$ cat src/rtl/grant_code_arbiter.sv
// grant_code_arbiter: four-way round-robin arbiter with registered grant code.
// Optional hold limit compiled in with ARB_HOLD_LIMIT_EN (limit = MAX_HOLD).
//
// Ports:
//   clk        in   clock, rising edge
//   rst_n      in   asynchronous active-low reset
//   req[3:0]   in   level-sensitive requests, bit i = requester i
//   grant[3:0] out  one-hot grant, 0 when idle
//   grant_code out  granted index + 1, 0 when no grant
//   busy       out  high while a grant is held
//   timeout    out  one-cycle pulse in the GAP after a forced revoke
module grant_code_arbiter #(
   parameter int unsigned MAX_HOLD = 16
) (
   input  logic       clk,
   input  logic       rst_n,
   input  logic [3:0] req,
   output logic [3:0] grant,
   output logic [3:0] grant_code,
   output logic       busy,
   output logic       timeout
);

   if (MAX_HOLD < 2 || MAX_HOLD > 255) begin : g_bad_hold
      $error("MAX_HOLD out of range 2..255");
   end

   typedef enum logic [1:0] {
      S_IDLE  = 2'd0,
      S_GRANT = 2'd1,
      S_GAP   = 2'd2
   } state_t;

   state_t     r_state, w_state_nxt;
   logic [1:0] r_ptr, w_ptr_nxt;
   logic [1:0] r_idx, w_idx_nxt;
   logic [3:0] r_grant, w_grant_nxt;
   logic [3:0] r_code, w_code_nxt;
   logic       r_busy, w_busy_nxt;
   logic       r_timeout, w_timeout_nxt;

   // Rotating priority search starting at r_ptr.
   logic       w_win_vld;
   logic [1:0] w_win_idx;
   logic [1:0] w_cand;

   always_comb begin
      w_win_vld = 1'b0;
      w_win_idx = 2'd0;
      w_cand    = 2'd0;
      for (int k = 0; k < 4; k++) begin
         w_cand = r_ptr + 2'(k);
         if (!w_win_vld && req[w_cand]) begin
            w_win_vld = 1'b1;
            w_win_idx = w_cand;
         end
      end
   end

`ifdef ARB_HOLD_LIMIT_EN
   localparam logic [7:0] LP_LAST = 8'(MAX_HOLD - 1);
   logic [7:0] r_cnt, w_cnt_nxt;
`endif

   always_comb begin
      w_state_nxt   = r_state;
      w_ptr_nxt     = r_ptr;
      w_idx_nxt     = r_idx;
      w_grant_nxt   = r_grant;
      w_code_nxt    = r_code;
      w_busy_nxt    = r_busy;
      w_timeout_nxt = 1'b0;
`ifdef ARB_HOLD_LIMIT_EN
      w_cnt_nxt     = r_cnt;
`endif
      unique case (r_state)
         S_IDLE, S_GAP: begin
            if (w_win_vld) begin
               w_state_nxt = S_GRANT;
               w_idx_nxt   = w_win_idx;
               w_ptr_nxt   = w_win_idx + 2'd1;
               w_grant_nxt = 4'b0001 << w_win_idx;
               w_code_nxt  = {2'b00, w_win_idx} + 4'd1;
               w_busy_nxt  = 1'b1;
`ifdef ARB_HOLD_LIMIT_EN
               w_cnt_nxt   = 8'd0;
`endif
            end else begin
               w_state_nxt = S_IDLE;
               w_grant_nxt = 4'b0000;
               w_code_nxt  = 4'b0000;
               w_busy_nxt  = 1'b0;
            end
         end
         S_GRANT: begin
            // A release on the limit cycle wins over the revoke,
            // so no timeout is flagged in that case.
            if (!req[r_idx]) begin
               w_state_nxt = S_GAP;
               w_grant_nxt = 4'b0000;
               w_code_nxt  = 4'b0000;
               w_busy_nxt  = 1'b0;
`ifdef ARB_HOLD_LIMIT_EN
            end else if (r_cnt == LP_LAST) begin
               w_state_nxt   = S_GAP;
               w_grant_nxt   = 4'b0000;
               w_code_nxt    = 4'b0000;
               w_busy_nxt    = 1'b0;
               w_timeout_nxt = 1'b1;
            end else begin
               w_cnt_nxt = r_cnt + 8'd1;
`endif
            end
         end
         default: begin
            w_state_nxt = S_IDLE;
            w_grant_nxt = 4'b0000;
            w_code_nxt  = 4'b0000;
            w_busy_nxt  = 1'b0;
         end
      endcase
   end

   always_ff @(posedge clk or negedge rst_n) begin
      if (!rst_n) begin
         r_state   <= S_IDLE;
         r_ptr     <= 2'd0;
         r_idx     <= 2'd0;
         r_grant   <= 4'b0000;
         r_code    <= 4'b0000;
         r_busy    <= 1'b0;
         r_timeout <= 1'b0;
      end else begin
         r_state   <= w_state_nxt;
         r_ptr     <= w_ptr_nxt;
         r_idx     <= w_idx_nxt;
         r_grant   <= w_grant_nxt;
         r_code    <= w_code_nxt;
         r_busy    <= w_busy_nxt;
         r_timeout <= w_timeout_nxt;
      end
   end

`ifdef ARB_HOLD_LIMIT_EN
   always_ff @(posedge clk or negedge rst_n) begin
      if (!rst_n) r_cnt <= 8'd0;
      else        r_cnt <= w_cnt_nxt;
   end
   assign timeout = r_timeout;
`else
   assign timeout = 1'b0;
   logic w_unused;
   assign w_unused = r_timeout;
`endif

   assign grant      = r_grant;
   assign grant_code = r_code;
   assign busy       = r_busy;

endmodule

$ cat config.mk
export PLATFORM = sky130hd
export DESIGN_NAME = grant_code_arbiter
export DESIGN_NICKNAME = d
export VERILOG_FILES = /design/src/rtl/grant_code_arbiter.sv
export SDC_FILE = /design/constraint.sdc
export NUM_CORES = 1
export LEC_CHECK = 0
export CORE_AREA = 2 2 43 45
export CTS_CLUSTER_DIAMETER = 100
export DETAILED_ROUTE_END_ITERATION = 8
export DIE_AREA = 0 0 45 47
export PLACE_DENSITY = 0.65
export SYNTH_ARGS = -nofsm -noshare
export SYNTH_HDL_FRONTEND = slang
export SYNTH_SLANG_ARGS = --single-unit
$ cat constraint.sdc
create_clock -name clk -period 1.5 [get_ports clk]
set_input_delay 0.3 -clock clk [delete_from_list [all_inputs] [get_ports clk]]
set_output_delay 0.3 -clock clk [all_outputs]
set_load 0.1 [all_outputs]
# --- After elaboration in Yosys (flattened, before gate mapping) ---
# Cells that the tools add are included.
# Widths: inputs -> output; s select.
op_classes:
  add_sub_neg: 5
  reduce_logical: 9
  n_eq_ne: 3
  order_cmp: 5
  mux: 29
  n_shift: 1
op_table:
  columns: ["cell", "count"]
  rows:
  - ["$pmux 4 s2", 2]
  - ["$lt 2x3->1 const B", 5]
  - ["$mux 1", 12]
  - ["$bmux 1 s2", 5]
  - ["$mux 2", 5]
  - ["$mux 4", 2]
  - ["$add 2x1->2 const B", 2]
  - ["$add 2x2->2 const B", 2]
  - ["$pmux 2 s2", 1]
  - ["$shl 1x2->4 const A", 1]
  - ["$add 2x1->3 const B", 1]
  - ["$logic_and 1x1->1", 3]
  - ["$logic_not 1->1", 3]
  - ["$mux 3", 1]
  - ["$eq 2x1->1 const B", 1]
  - ["$eq 2x2->1 const B", 1]
  - ["$logic_not 2->1", 1]
  - ["$ne 2x2->1 const B", 1]
  - ["$pmux 1 s2", 1]
  - ["$reduce_and 2->1", 1]
  - ["$reduce_or 2->1", 1]
word_totals:
  word_cells: 58
  input_bits: 6
  ff_bits: 15
  output_inout_bits: 10

# --- Longest topological paths before layout ---
depth:
  depth_word: 15
  depth_mapped: 6
  depth_no_buf: 6

# --- Worst setup path before layout ---
# Ideal clock, no wire load.
synth_timing:
  kind: "register -> register"
  startpoint: "register busy (netlist name)"
  endpoint: "register r_idx[1]"
  setup_ps: 125
  required_time_ps: 1375
  path_stages_with_launch: 4
  arrival_ps: 1537
  path_buffers: 1
  slack_ps: -162
  cell_sequence: "dfrtp_1 nor2_1 buf_2 mux2_2"
synth_rtl:
  columns: ["item", "line_no", "source"]
  rows:
  - ["end signal: assignment", "136", "r_idx <= w_idx_nxt;"]
  - ["end: declaration", "36", "logic [1:0] r_idx, w_idx_nxt;"]

# --- Final worst setup path ---
layout_timing:
  startpoint: "register r_ptr[0]"
  endpoint: "register r_ptr[1]"
layout_between:
  elab_chain_len: 13
layout_lines:
  columns: ["item", "line_no", "source"]
  rows:
  - ["start: declaration", "35", "logic [1:0] r_ptr, w_ptr_nxt;"]
  - ["start signal: assignment", "135", "r_ptr <= w_ptr_nxt;"]
  - ["parallel branches: the longest is 11 deep, another holds $add 2x1->2", null, null]
  - ["$mux 2 *", "53", "if (!w_win_vld && req[w_cand]) begin"]
  - ["net w_win_idx[0]", "44", "logic [1:0] w_win_idx;"]
  - ["$add 2x1->2 *", "81", "w_ptr_nxt = w_win_idx + 2'd1;"]
# Mark *: on every way through the listed nets, which the timed path passes. The select of a mux whose other input is x is not followed.
# A chain may end at the register's enable or synchronous reset.

==> flow_metrics.env <==
export IMPL_critical_path_buf_inv_count=0
export IMPL_r2r_end="r_ptr[1]"
export IMPL_syn_cell_area_um2=638
export IMPL_drv_slew=0
export IMPL_r2r_cells=6
export IMPL_placed_area_um2=898
export IMPL_cts_buffer_depth=2
export IMPL_maxCapViolCount=0
export IMPL_yosys_top_cells_count="12 x dfrtp_1, 4 x a21oi_1, 4 x a22o_1, 4 x ha_1, 4 x nor2_1"
export IMPL_cts_made_buffers=3
export IMPL_grt_overflow_total=0
export IMPL_crit_family="compound AO/OA/AOI/OAI gates"
export IMPL_synth_most_common_cell="dfrtp_1"
export IMPL_finalCritPeriodShare=1.07
export IMPL_cts_root_buf="clkbuf_4"
export IMPL_io_pins=16
export IMPL_io_buffers=13
export IMPL_outcome="finished, violations left"
export IMPL_yosysSeqAreaShare=0.471
export IMPL_violations="setup timing"
export IMPL_rows=15
export IMPL_grt_pass1_wl_um=2690
export IMPL_dieWidth_um=45
export IMPL_path_class="reg2reg"
export IMPL_die_area_um2=2120
export IMPL_dr_first_iter_drc_count=0
export IMPL_gp_congestion=0.700
export IMPL_antenna_found_initial=0
export IMPL_r2r_start="r_ptr[0]"
export IMPL_cts_max_level=1
export IMPL_clkSinkCount=12
export IMPL_synth_cell_type_count=24
export IMPL_syn_mean_instance_area_um2=11.2
export IMPL_routedWlPerCell_um=15.7
export IMPL_hold_viol=0
export IMPL_finClkSkew_ps=10.2
export IMPL_start_util=0.386
export IMPL_die_height_um=47
export IMPL_synth_cells=57
export IMPL_dp_hpwl_um=984
export IMPL_min_period_ps=1610
export IMPL_start_kind="flip-flop"
export IMPL_synth_flop_cell="dfrtp_1"
export IMPL_cp_slowest_cell="dfrtp_1"
export IMPL_hp_class="in2async"
export IMPL_placed_cells=90
export IMPL_cts_hold_buf=0
export IMPL_cp_arrival_ps=1810
export IMPL_critPathRequiredTime_ps=1700
export IMPL_rsz0062_at_grt="yes"
export IMPL_route_antenna_remaining_nets=0
export IMPL_async_flop_share=1.00
export IMPL_firstDrtPassIters=1
export IMPL_rrSetupSlack_ps=-110
export IMPL_track_usage=0.188
export IMPL_yosysWarnings=0
export IMPL_remaining_drc_errors=0
export IMPL_core_area_um2=1650
export IMPL_nNetsFinal=89
export IMPL_yosys_register_bits=12
export IMPL_cts_reportedPaths_clkPinSlew_ps=80
export IMPL_clk_latency_ps=280
export IMPL_path_cells="nor2b_4, a21o_1, a221oi_4, nor2b_4, ha_4, a21oi_2"
export IMPL_crit_top_cell="nor2b_4"
export IMPL_fmax_mhz=621
export IMPL_vias=502
export IMPL_drt_wl_total_um=1500
export IMPL_vias_per_cell=5.28
export IMPL_synth_edf_count=0
export IMPL_ys_top_cells_by_area="dfrtp_1 47%, ha_1 7.8%, a22o_1 5.5%, buf_4 3.5%, mux2_2 3.5%"
export IMPL_cts_tree="built"
export IMPL_syn_to_final_growth_pct=54.9
export IMPL_grt_pass1_vias=567
export IMPL_design_area_um2=988
export IMPL_antennaDiodeCount=0
export IMPL_worst_slack_ps=-109
export IMPL_yosys_area_top_type="dfrtp_1"
export IMPL_cp_num_cells=6
export IMPL_endpoint_kind="flip-flop"
export IMPL_layout_drive_gt1_share=0.500
export IMPL_grt_max_degree=13
export IMPL_cp_max_fo=4
export IMPL_instances_no_fill=95
export IMPL_synth_top_area_share=0.471
export IMPL_setup_viol=5
export IMPL_slowest_delay_ps=420
area by class of cell:
type | instances | area, um^2
Fill cell | 127 | 663
Multi-Input combinational cell | 39 | 364
Inverter | 2 | 7.51
Tap cell | 17 | 21.3
Sequential cell | 12 | 304
Clock buffer | 4 | 26.3
Timing Repair Buffer | 21 | 265
worst reg2reg max path: stages (launching register included):
cell and delay [ps]:
dfrtp_1 420, nor2b_4 60, a21o_1 180, a221oi_4 300, nor2b_4 250, ha_4 220, a21oi_2 120
placed cells by master, fill, tap and decap left out, types with 2 or more instances in the layout:
cell type / count
ha_2: 2
conb_1: 2
dfrtp_1: 9
buf_12: 8
buf_4: 8
clkbuf_4: 3
a22o_1: 4
nor2_1: 3
dfrtp_2: 3
dlygate4sd2_1: 4
nor2b_4: 2
a21oi_1: 2
a21oi_2: 2
nand2_1: 2
nand2b_1: 2
mux2_2: 2
repair_timing:
action | in CTS | in global routing
pin swaps | 4 | 2
resized for setup | 18 | 0
setup endpoints to repair | 11 | 8
hold endpoints to repair | 0 | 0
buffers inserted | 1 | 0
routing by layer:
metal | vias to the layer above | wire (um) | global-route usage
met5 | - | 0 | 0
met4 | 0 | 52 | 0.112
met3 | 6 | 66 | 0.0654
met2 | 13 | 798 | 0.317
met1 | 243 | 578 | 0.206
li1 | 240 | - | -
flip-flops by register name (all words and copies together) (netlist names):
register    count
grant           4
grant_code      2
r_idx           2
r_ptr           2
busy            1
r_state         1
cells by family (layout without fill, tap and decap cells):
logic type | after synthesis | in the layout | synth area share
and+or+nand+nor | 17 | 17 | 0.159
AOI/OAI and AO/OA | 13 | 13 | 0.143
DFF | 12 | 12 | 0.471
buffers and inverters | 7 | 27 | 0.0725
adders and majority gates | 4 | 4 | 0.0784
muxes | 3 | 3 | 0.0706
other | 1 | 2 | 0.00588
per-stage QoR:
stage / utilization / hold WS (ps) / setup slack [ps] / setup TNS, ps
3_5_place_dp: 0.544 / 429 / -636 / -5810
2_1_floorplan: - / 4.41 / -22.9 / -38.5
5_1_grt: 0.598 / 333 / -199 / -994
6_report: 0.598 / 308 / -109 / -410
4_1_cts: 0.598 / 306 / -75.6 / -255
3_3_place_gp: 0.544 / 413 / -531 / -5530
worst max-delay path by stage:
stage                          end  slack, ps      from
after CTS                 grant[2]        -80  r_ptr[0]
after floorplan           r_ptr[1]        -20  r_ptr[0]
after global routing      r_ptr[1]       -200  r_ptr[0]
final                     r_ptr[1]       -110  r_ptr[0]
after global placement    r_idx[1]       -530    req[3]
after detailed placement  r_ptr[1]       -640    req[0]
Power is not shown: default switching activity piles up to over one toggle a cycle in this logic, so the estimate is an artifact.
